==> src/rtl/reg_scoreboard_pkg.sv <==
// reg_scoreboard_pkg: shared register-address width, default register count and x0 index.
package reg_scoreboard_pkg;
  localparam int REG_AW = 5;
  localparam int NREGS_DEF = 32;
  localparam int NSLOT = 2 ** REG_AW;
  localparam logic [REG_AW-1:0] X0 = '0;
endpackage

==> src/rtl/reg_scoreboard_if.sv <==
// reg_scoreboard_if: decode issue, writeback and hazard-status signals of the scoreboard.
interface reg_scoreboard_if;
  import reg_scoreboard_pkg::*;
  logic tick_tock;
  logic issue_valid;
  logic issue_regwrite;
  logic [REG_AW-1:0] issue_rd;
  logic [REG_AW-1:0] issue_rs1;
  logic [REG_AW-1:0] issue_rs2;
  logic wb_valid;
  logic [REG_AW-1:0] wb_rd;
  logic flush;
  logic rs1_busy;
  logic rs2_busy;
  logic stall;
  logic wb_err;
  modport master (
    output tick_tock, issue_valid, issue_regwrite, issue_rd, issue_rs1, issue_rs2,
    output wb_valid, wb_rd, flush,
    input rs1_busy, rs2_busy, stall, wb_err
  );
  modport slave (
    input tick_tock, issue_valid, issue_regwrite, issue_rd, issue_rs1, issue_rs2,
    input wb_valid, wb_rd, flush,
    output rs1_busy, rs2_busy, stall, wb_err
  );
endinterface

==> src/rtl/reg_scoreboard_sb_counter.sv <==
// sb_counter: saturating up/down pending-write counter; clr dominates, inc+dec together hold.
module sb_counter #(
  parameter int W = 2
) (
  input  logic         clk,
  input  logic         rst,
  input  logic         inc_i,
  input  logic         dec_i,
  input  logic         clr_i,
  output logic [W-1:0] cnt_o
);
  logic [W-1:0] cnt_q, cnt_d;
  always_comb
    cnt_d = clr_i                        ? '0 :
            (inc_i & ~dec_i & ~&cnt_q)   ? cnt_q + 1'b1 :
            (dec_i & ~inc_i & |cnt_q)    ? cnt_q - 1'b1 : cnt_q;
  always_ff @(posedge clk)
    if (rst) cnt_q <= '0;
    else cnt_q <= cnt_d;
  assign cnt_o = cnt_q;
endmodule

==> src/rtl/reg_scoreboard.sv <==
// reg_scoreboard: per-register pending-write scoreboard producing source-busy, stall and writeback-error.
// Optional SCOREBOARD_STATS_EN adds a saturating 32-bit stall-cycle counter output stall_cnt.
module reg_scoreboard
  import reg_scoreboard_pkg::*;
#(
  parameter int CNT_W = 2,
  parameter int NREGS = NREGS_DEF
) (
  input logic clk,
  input logic rst,
  reg_scoreboard_if.slave sb
`ifdef SCOREBOARD_STATS_EN
  ,
  output logic [31:0] stall_cnt
`endif
);
  logic [CNT_W-1:0] cnt [NSLOT];
  logic rd_nz, wb_live, accept, retire, wb_err_q, wb_err_d;
  assign rd_nz = sb.issue_rd != X0;
  assign sb.rs1_busy = |cnt[sb.issue_rs1];
  assign sb.rs2_busy = |cnt[sb.issue_rs2];
  assign sb.stall = sb.issue_valid &
                    (sb.rs1_busy | sb.rs2_busy | (sb.issue_regwrite & rd_nz & (&cnt[sb.issue_rd])));
  assign accept = sb.issue_valid & sb.issue_regwrite & rd_nz & ~sb.stall;
  assign wb_live = sb.wb_valid & ~sb.tick_tock & (sb.wb_rd != X0);
  assign retire = wb_live & |cnt[sb.wb_rd];
  assign wb_err_d = wb_live & ~|cnt[sb.wb_rd];
  // x0 and addresses beyond NREGS have no storage and always read as idle
  for (genvar i = 0; i < NSLOT; i++) begin : g_reg
    if (i == 0 || i >= NREGS) begin : g_tie
      assign cnt[i] = '0;
    end else begin : g_cnt
      sb_counter #(.W(CNT_W)) u_cnt (
        .clk  (clk),
        .rst  (rst),
        .inc_i(accept & (sb.issue_rd == REG_AW'(i))),
        .dec_i(retire & (sb.wb_rd == REG_AW'(i))),
        .clr_i(sb.flush),
        .cnt_o(cnt[i])
      );
    end
  end
  always_ff @(posedge clk)
    if (rst) wb_err_q <= 1'b0;
    else wb_err_q <= wb_err_d;
  assign sb.wb_err = wb_err_q;
`ifdef SCOREBOARD_STATS_EN
  logic [31:0] stall_cnt_q, stall_cnt_d;
  always_comb stall_cnt_d = (sb.stall & ~&stall_cnt_q) ? stall_cnt_q + 32'd1 : stall_cnt_q;
  always_ff @(posedge clk)
    if (rst) stall_cnt_q <= '0;
    else stall_cnt_q <= stall_cnt_d;
  assign stall_cnt = stall_cnt_q;
`endif
endmodule

==> src/flat_wrapper.sv <==
// flat-port wrapper written by rule: the top's interface ports become plain ports
module reg_scoreboard_flat import reg_scoreboard_pkg::*;
#(
  parameter int CNT_W = 2,
  parameter int NREGS = NREGS_DEF
)
  (clk, rst, sb_tick_tock, sb_issue_valid, sb_issue_regwrite, sb_issue_rd, sb_issue_rs1, sb_issue_rs2, sb_wb_valid, sb_wb_rd, sb_flush, sb_rs1_busy, sb_rs2_busy, sb_stall, sb_wb_err);
  reg_scoreboard_if sb_i ();
  input logic clk;
  input logic rst;
  input wire logic [$bits(sb_i.tick_tock)-1:0] sb_tick_tock;
  input wire logic [$bits(sb_i.issue_valid)-1:0] sb_issue_valid;
  input wire logic [$bits(sb_i.issue_regwrite)-1:0] sb_issue_regwrite;
  input wire logic [$bits(sb_i.issue_rd)-1:0] sb_issue_rd;
  input wire logic [$bits(sb_i.issue_rs1)-1:0] sb_issue_rs1;
  input wire logic [$bits(sb_i.issue_rs2)-1:0] sb_issue_rs2;
  input wire logic [$bits(sb_i.wb_valid)-1:0] sb_wb_valid;
  input wire logic [$bits(sb_i.wb_rd)-1:0] sb_wb_rd;
  input wire logic [$bits(sb_i.flush)-1:0] sb_flush;
  output wire logic [$bits(sb_i.rs1_busy)-1:0] sb_rs1_busy;
  output wire logic [$bits(sb_i.rs2_busy)-1:0] sb_rs2_busy;
  output wire logic [$bits(sb_i.stall)-1:0] sb_stall;
  output wire logic [$bits(sb_i.wb_err)-1:0] sb_wb_err;
  assign sb_i.tick_tock = sb_tick_tock;
  assign sb_i.issue_valid = sb_issue_valid;
  assign sb_i.issue_regwrite = sb_issue_regwrite;
  assign sb_i.issue_rd = sb_issue_rd;
  assign sb_i.issue_rs1 = sb_issue_rs1;
  assign sb_i.issue_rs2 = sb_issue_rs2;
  assign sb_i.wb_valid = sb_wb_valid;
  assign sb_i.wb_rd = sb_wb_rd;
  assign sb_i.flush = sb_flush;
  assign sb_rs1_busy = sb_i.rs1_busy;
  assign sb_rs2_busy = sb_i.rs2_busy;
  assign sb_stall = sb_i.stall;
  assign sb_wb_err = sb_i.wb_err;
  reg_scoreboard #(.CNT_W(CNT_W), .NREGS(NREGS)) u_core (.clk(clk), .rst(rst), .sb(sb_i));
endmodule
==> config.mk <==
export PLATFORM = sky130hd
export DESIGN_NAME = reg_scoreboard_flat
export DESIGN_NICKNAME = d
export VERILOG_FILES = /design/src/rtl/reg_scoreboard_pkg.sv /design/src/rtl/reg_scoreboard_if.sv /design/src/rtl/reg_scoreboard_sb_counter.sv /design/src/rtl/reg_scoreboard.sv /design/src/flat_wrapper.sv
export SDC_FILE = /design/constraint.sdc
export NUM_CORES = 1
export LEC_CHECK = 0
export ABC_AREA = 1
export ABC_CLOCK_PERIOD_IN_PS = 2080
export CORE_MARGIN = 10
export CORE_UTILIZATION = 40
export DETAILED_ROUTE_END_ITERATION = 8
export GPL_TIMING_DRIVEN = 0
export PLACE_DENSITY_LB_ADDON = 0.12
export SLEW_MARGIN = 20
export SYNTH_ARGS = -nofsm -noshare
export SYNTH_HDL_FRONTEND = slang
export SYNTH_HIERARCHICAL = 1
export SYNTH_SLANG_ARGS = --single-unit
export TNS_END_PERCENT = 1
==> constraint.sdc <==
create_clock -name clk -period 2.08 [get_ports clk]
set_input_delay 0.208 -clock clk [delete_from_list [all_inputs] [get_ports clk]]
set_output_delay 0.208 -clock clk [all_outputs]
set_load 0.05 [all_outputs]
==> impl_metrics.ini <==
[clocking]
clkTransAtPathRegs_ns = 0.06
cts-buffers-inserted = 9
cts.path.max_buffers = 2
clk_latency_ns = 0.35
cts_tree = done
clock-sinks = 63
cts-htree-levels = 3
clock_tree.root_cell = clkbuf_16

[sta]
rsz0062_at_grt = yes
period_minus_slack_ns = 2.36
hold_viol = 0
hold-worst-slack_ns = 0.275
timing.final.crit_share_pct = 114
slew_headroom_pct = 53.9
timing.fmax_ghz = 0.423
worst_pin_slew_ns = 0.691
finalSetupViolCount = 64
slew_viol_final = 0
worst_slack_ns = -0.283
finClkSkew_ns = 0.00734
tns_ns = -9.70

[synth]
ys_ff_latch = 63
avgSynthCellArea_um2 = 5.28
synth_top_cell_by_area = nand2_1
ys_seq_area_share_pct = 20.6
synth_edf_count = 0
async_flop_share_pct = 0
synthTopCellsByArea = nand2_1, dfxtp_1, nor2_1
synth_cell_types = 28
synth_warnings = 6
syn_nets = 1183
synthFlopType = dfxtp_1
syn_inst = 1156
synth_most_common_cell = nand2_1
synth_commonest_cells = nand2_1, nor2_1, inv_1, nand3_1, dfxtp_1
syn-cell-area_mm2 = 0.00611
synth.top_cell.area_share_pct = 26.4

[finish]
area_growth_pct = 26.4
fin_util_pct = 51.2
nNetsFinal = 1243
drive_above_1_share_pct = 23.8
final_area_mm2 = 0.00772
n_fill_cell = 1595
diodes = 0

[route]
post_drt_wl_per_cell_um = 16.1
drcViolationCount = 0
drt_wl_total_um = 22700
vias = 7395
drt_iter0_markers = 617
drt-pass1-iter-count = 6
vias_per_cell = 5.25
ant_nets = 0

[global_routing]
track_usage_pct = 22.0
grt_max_degree = 18
grt_overflow = 0
grt_pass1_vias = 6605
grt_pass1_wl_um = 35200
antenna_found_initial = 0

[placed_design]
numPortBuffers = 29
place_congestion = 1.01
place_area_mm2 = 0.00669
hpwlAfterDp_um = 16800

[power_and_ir_drop]
p_leak_nw = 2.99
power_density_mw_per_mm2 = 427
irDropWorstVdd_v = 0.000382

[outcome]
status = finished with violations
violations = setup timing

[floorplan]
placeableCoreArea_mm2 = 0.0151
die_h_um = 144
num_rows = 45
die-area_mm2 = 0.0206
start_util_pct = 40.5
ioPinCount = 31
die_w_um = 144

[critical_path]
cp_max_fo = 10
crit_arrival_ns = 2.64
path_class = primary input to register
cp-start-kind = primary input
worstPathRequired_ns = 2.36
end_kind = register

[run]
cap_violations = 0

[hold_path]
min_path_type = primary input to register
## through the flow
| step | total power [mW] | cells | worst slack (ns) |
|---|---|---|---|
| 2_1_floorplan | 1.48 | 1156 | -0.109 |
| 3_3_place_gp | 1.69 | 1373 | -1.48 |
| 3_5_place_dp | 1.70 | 1375 | -1.48 |
| 4_1_cts | 3.31 | 1403 | -0.226 |
| 5_1_grt | 3.41 | 1409 | -0.431 |
| 6_report | 3.30 | 1409 | -0.283 |
## path summary, 6_finish.rpt
check                                                           start                                     to  slack (ns)  cells past startpoint
worst max-delay path                                   sb_issue_rd[1]  u_core/g_reg[29].g_cnt.u_cnt/cnt_o[0]       -0.28                     18
worst min-delay path                                              rst                       u_core/sb.wb_err        0.27                      2
worst max register to register  u_core/g_reg[13].g_cnt.u_cnt/cnt_o[1]  u_core/g_reg[29].g_cnt.u_cnt/cnt_o[0]       -0.26                     17
worst min register to register  u_core/g_reg[26].g_cnt.u_cnt/cnt_o[1]  u_core/g_reg[26].g_cnt.u_cnt/cnt_o[1]        0.52                      2
## final cells by class
cell class	instances	area [um2]	area share [%]
buffer	12	115	1.49
clock buffer	12	246	3.19
clock inverter	4	45.0	0.583
inverter	196	742	9.61
multi-input combinational	885	4560	59.0
sequential	63	1280	16.5
tap	188	235	3.05
timing repair buffer	49	503	6.51
## cells in the final DEF (no fill, tap or decap), types with 3 or more instances in the layout
cell             count
nand3_1             87
nand4_1              5
a21oi_2             63
buf_12               5
dlygate4sd2_1        6
buf_6                4
inv_1              153
nand2_1            412
dfxtp_2             10
clkbuf_16            9
buf_2                7
buf_4               17
clkbuf_2             3
nor2_4              52
nor2_2              41
nor2_1              94
buf_16               3
clkbuf_1             3
clkdlybuf4s50_1     11
nand2_2             17
a21oi_1             39
clkinv_2             3
inv_2               41
o21ai_0             46
o21ai_1              4
o22ai_1              8
dfxtp_1             52
## worst max-delay path: stages
cell and delay [ns]:
buf_4 0.17, clkbuf_1 0.55, nand2_1 0.19, nand3_1 0.11
nand2_1 0.05, nand2_1 0.13, o21ai_1 0.09, nand2_1 0.12
nand3_4 0.12, nand4_4 0.13, buf_6 0.17, buf_12 0.16
nor2_4 0.05, inv_2 0.06, nand3_1 0.06, nand2_1 0.06
nand2_1 0.05, a21oi_2 0.12
## repair_timing
action,4_1_cts,5_1_grt
setup endpoints to repair,65,65
buffers inserted,11,6
gates cloned,1,0
hold buffers,0,0
pin swaps,4,25
resized for setup,162,58
## report_power, final
group | internal [mW] | switching, mW | leakage [nW]
sequential | 1.21 | 0.00125 | 0.513
combinational | 0.166 | 0.386 | 2.33
clock | 0.954 | 0.581 | 0.146
total | 2.33 | 0.969 | 2.99
## kinds of logic (layout without fill, tap and decap cells)
| kind of cell | Yosys count | count (layout) | share of synthesized area [%] |
|---|---|---|---|
| AND/OR/NAND/NOR | 719 | 719 | 48.3 |
| buffers and inverters | 208 | 273 | 13.3 |
| AO/OA/AOI/OAI | 166 | 166 | 17.8 |
| flip-flops | 63 | 63 | 20.6 |
## registers in the layout (all words and copies together) (netlist names)
register	flops
u_core/g.g_cnt.u_cnt/cnt_o	62
u_core/sb.wb_err	1
## metal layers
metal / up-vias / global-route usage (%) / routed length, um / share of wire, %
met4: 0 / 9.51 / 778 / 3.4
met1: 3354 / 29.2 / 9960 / 44
met5: - / 0 / 0 / 0
met2: 289 / 34.5 / 10100 / 44
li1: 3707 / - / - / -
met3: 45 / 3.27 / 1860 / 8.2
(Power assumes the default switching activity.)
==> RTL change: new RTL, same settings <==
`CNT_W` is set to 2 in 2 places; all go to 4.
--- a/src/rtl/reg_scoreboard.sv
+++ b/src/rtl/reg_scoreboard.sv
@@ -4,5 +4,5 @@
   import reg_scoreboard_pkg::*;
 #(
-  parameter int CNT_W = 2,
+  parameter int CNT_W = 4,
   parameter int NREGS = NREGS_DEF
 ) (
--- a/src/flat_wrapper.sv
+++ b/src/flat_wrapper.sv
@@ -2,5 +2,5 @@
 module reg_scoreboard_flat import reg_scoreboard_pkg::*;
 #(
-  parameter int CNT_W = 2,
+  parameter int CNT_W = 4,
   parameter int NREGS = NREGS_DEF
 )
Function: changed (Yosys sat finds a counterexample within 4 cycles, from zero or initial values and one cycle with rst high).
==> RTL change against the unedited design <==
The run still ends with negative setup slack left; routed wire length is 110% higher; sequential cell count is 62 higher; setup slack worse by 0.95 ns; utilization is 1.3 points lower; area after synthesis is 130% higher; design area is 120% higher; via count is 110% higher; power is 91% higher; critical path type is now reg -> reg; critical endpoint is now u_core/g_reg[25].g_cnt.u_cnt/cnt_o[3]; highest routed layer unchanged.
==> RTL change: results (changes against the unedited design) <==
metric,value,unit,change
netlist_instances,2439,,was 1156
dp_hpwl,36050,µm,was 16840 µm
slowest_stage,dfxtp_4,,was clkbuf_1
hold-worst-slack,0.4286,ns,was 0.2748 ns
irDropWorstVdd,611.0,µV,was 381.5 µV
vias_per_cell,5.147,,was 5.248
grt_util_met2,35.11,%,was 34.50%
vias,15410,,was 7395
seq_area_frac_synth,17.92,%,was 20.65%
final-clk-cell-share,3.474,%,was 3.776%
drtPass1Iterations,5,,was 6
largest_register_ff_count,124,,was 62
placed_area,15240,µm²,was 6690 µm²
seq_area_share,15.80,%,was 16.55%
holdCritStartpoint,sb_wb_valid,,was rst
synth.distinct_cells,36,,was 28
cts_made_buffers,17,,was 9
multi_input_area_share,65.80,%,was 59.02%
grt_pass1_vias,13880,,was 6605
clockBufferCount,22,,was 12
wl_met2,21860,µm,was 10060 µm
nNonClkInverters,271,,was 196
grt_use_met3,3.402,%,was 3.267%
track_usage,22.00,%,was 21.99%
fin_ws,-1.237,ns,was -0.2828 ns
crit_start,u_core/g_reg[14].g_cnt.u_cnt/cnt_o[0],,was sb_issue_rd[1]
tns,-113.08,ns,was -9.696 ns
rr_worst_depth,25,,was 17
nonClkBufAreaFrac,5.426,%,was 8.005%
worstMarginPinSlew,0.7980,ns,was 0.6910 ns
met1_length,21320,µm,was 9958 µm
insertion_delay,0.45,ns,was 0.35 ns
area_delta_synth_final,23.00,%,was 26.40%
port_buffers,26,,was 29
final-seq-area,2715,µm²,was 1277 µm²
nMultiInputCombCells,2010,,was 885
violations,negative setup slack,,unchanged
grt_start_max_net_pins,20,,was 18
setup_viol,127,,was 64
postSynthRegisterBits,125,,was 63
crit_family,simple AND/OR/NAND/NOR gates,,was buffers and inverters
yosys-top-cells-count,"772 x nand2_1, 612 x nor2_1, 195 x inv_1, 131 x nand3_1, 125 x dfxtp_1",,"was 429 x nand2_1, 169 x nor2_1, 159 x inv_1, 88 x nand3_1, 63 x dfxtp_1"
r2r-end,u_core/g_reg[25].g_cnt.u_cnt/cnt_o[3],,was u_core/g_reg[29].g_cnt.u_cnt/cnt_o[0]
fillers,3569,,was 1595
wl_met3,3008,µm,was 1857 µm
drt_iter0_markers,1356,,was 617
min_delay_path_depth,3,,was 2
cp.arrival,3.71,ns,was 2.64 ns
grtUsageMet1,29.03,%,was 29.23%
run_status,"finished, violations left",,unchanged
n_all_buffers,103,,was 61
grt_first_pass_wirelength,74120,µm,was 35200 µm
leakage,7.357,nW,was 2.986 nW
drive_above_1_share,22.77,%,was 23.83%
RTL change: cell types whose count changed after synthesis, moves of 33 or more:
| cell | before | now |
|---|---|---|
| nor2_1 | 169 | 612 |
| nand2_1 | 429 | 772 |
| o21ai_1 | 2 | 111 |
| a21oi_2 | 62 | 0 |
| dfxtp_1 | 63 | 125 |
| ha_1 | 0 | 62 |
| nand3_1 | 88 | 131 |
| inv_1 | 159 | 195 |
| clkinv_1 | 0 | 33 |
RTL change: kinds of logic after synthesis:
group	share of synthesized area, %
AND/OR/NAND/NOR	50.69
AO/OA/AOI/OAI	10.56
flip-flops	17.92
XOR/XNOR	1.944
buffers and inverters	8.896
adder cells (fa/ha/maj)	9.997
RTL change: repair_timing:
action,in CTS,in global routing
gates resized for setup,120,246
pin swaps,1,54
buffers inserted,4,36
cloned,1,1
endpoints found under the setup margin,128,127
RTL change: power by group:
group / switching, mW / total (mW) / internal, mW
logic: 0.566 / 0.798 / 0.231
registers: 0.0109 / 2.36 / 2.35
clock network: 1.15 / 3.13 / 1.98
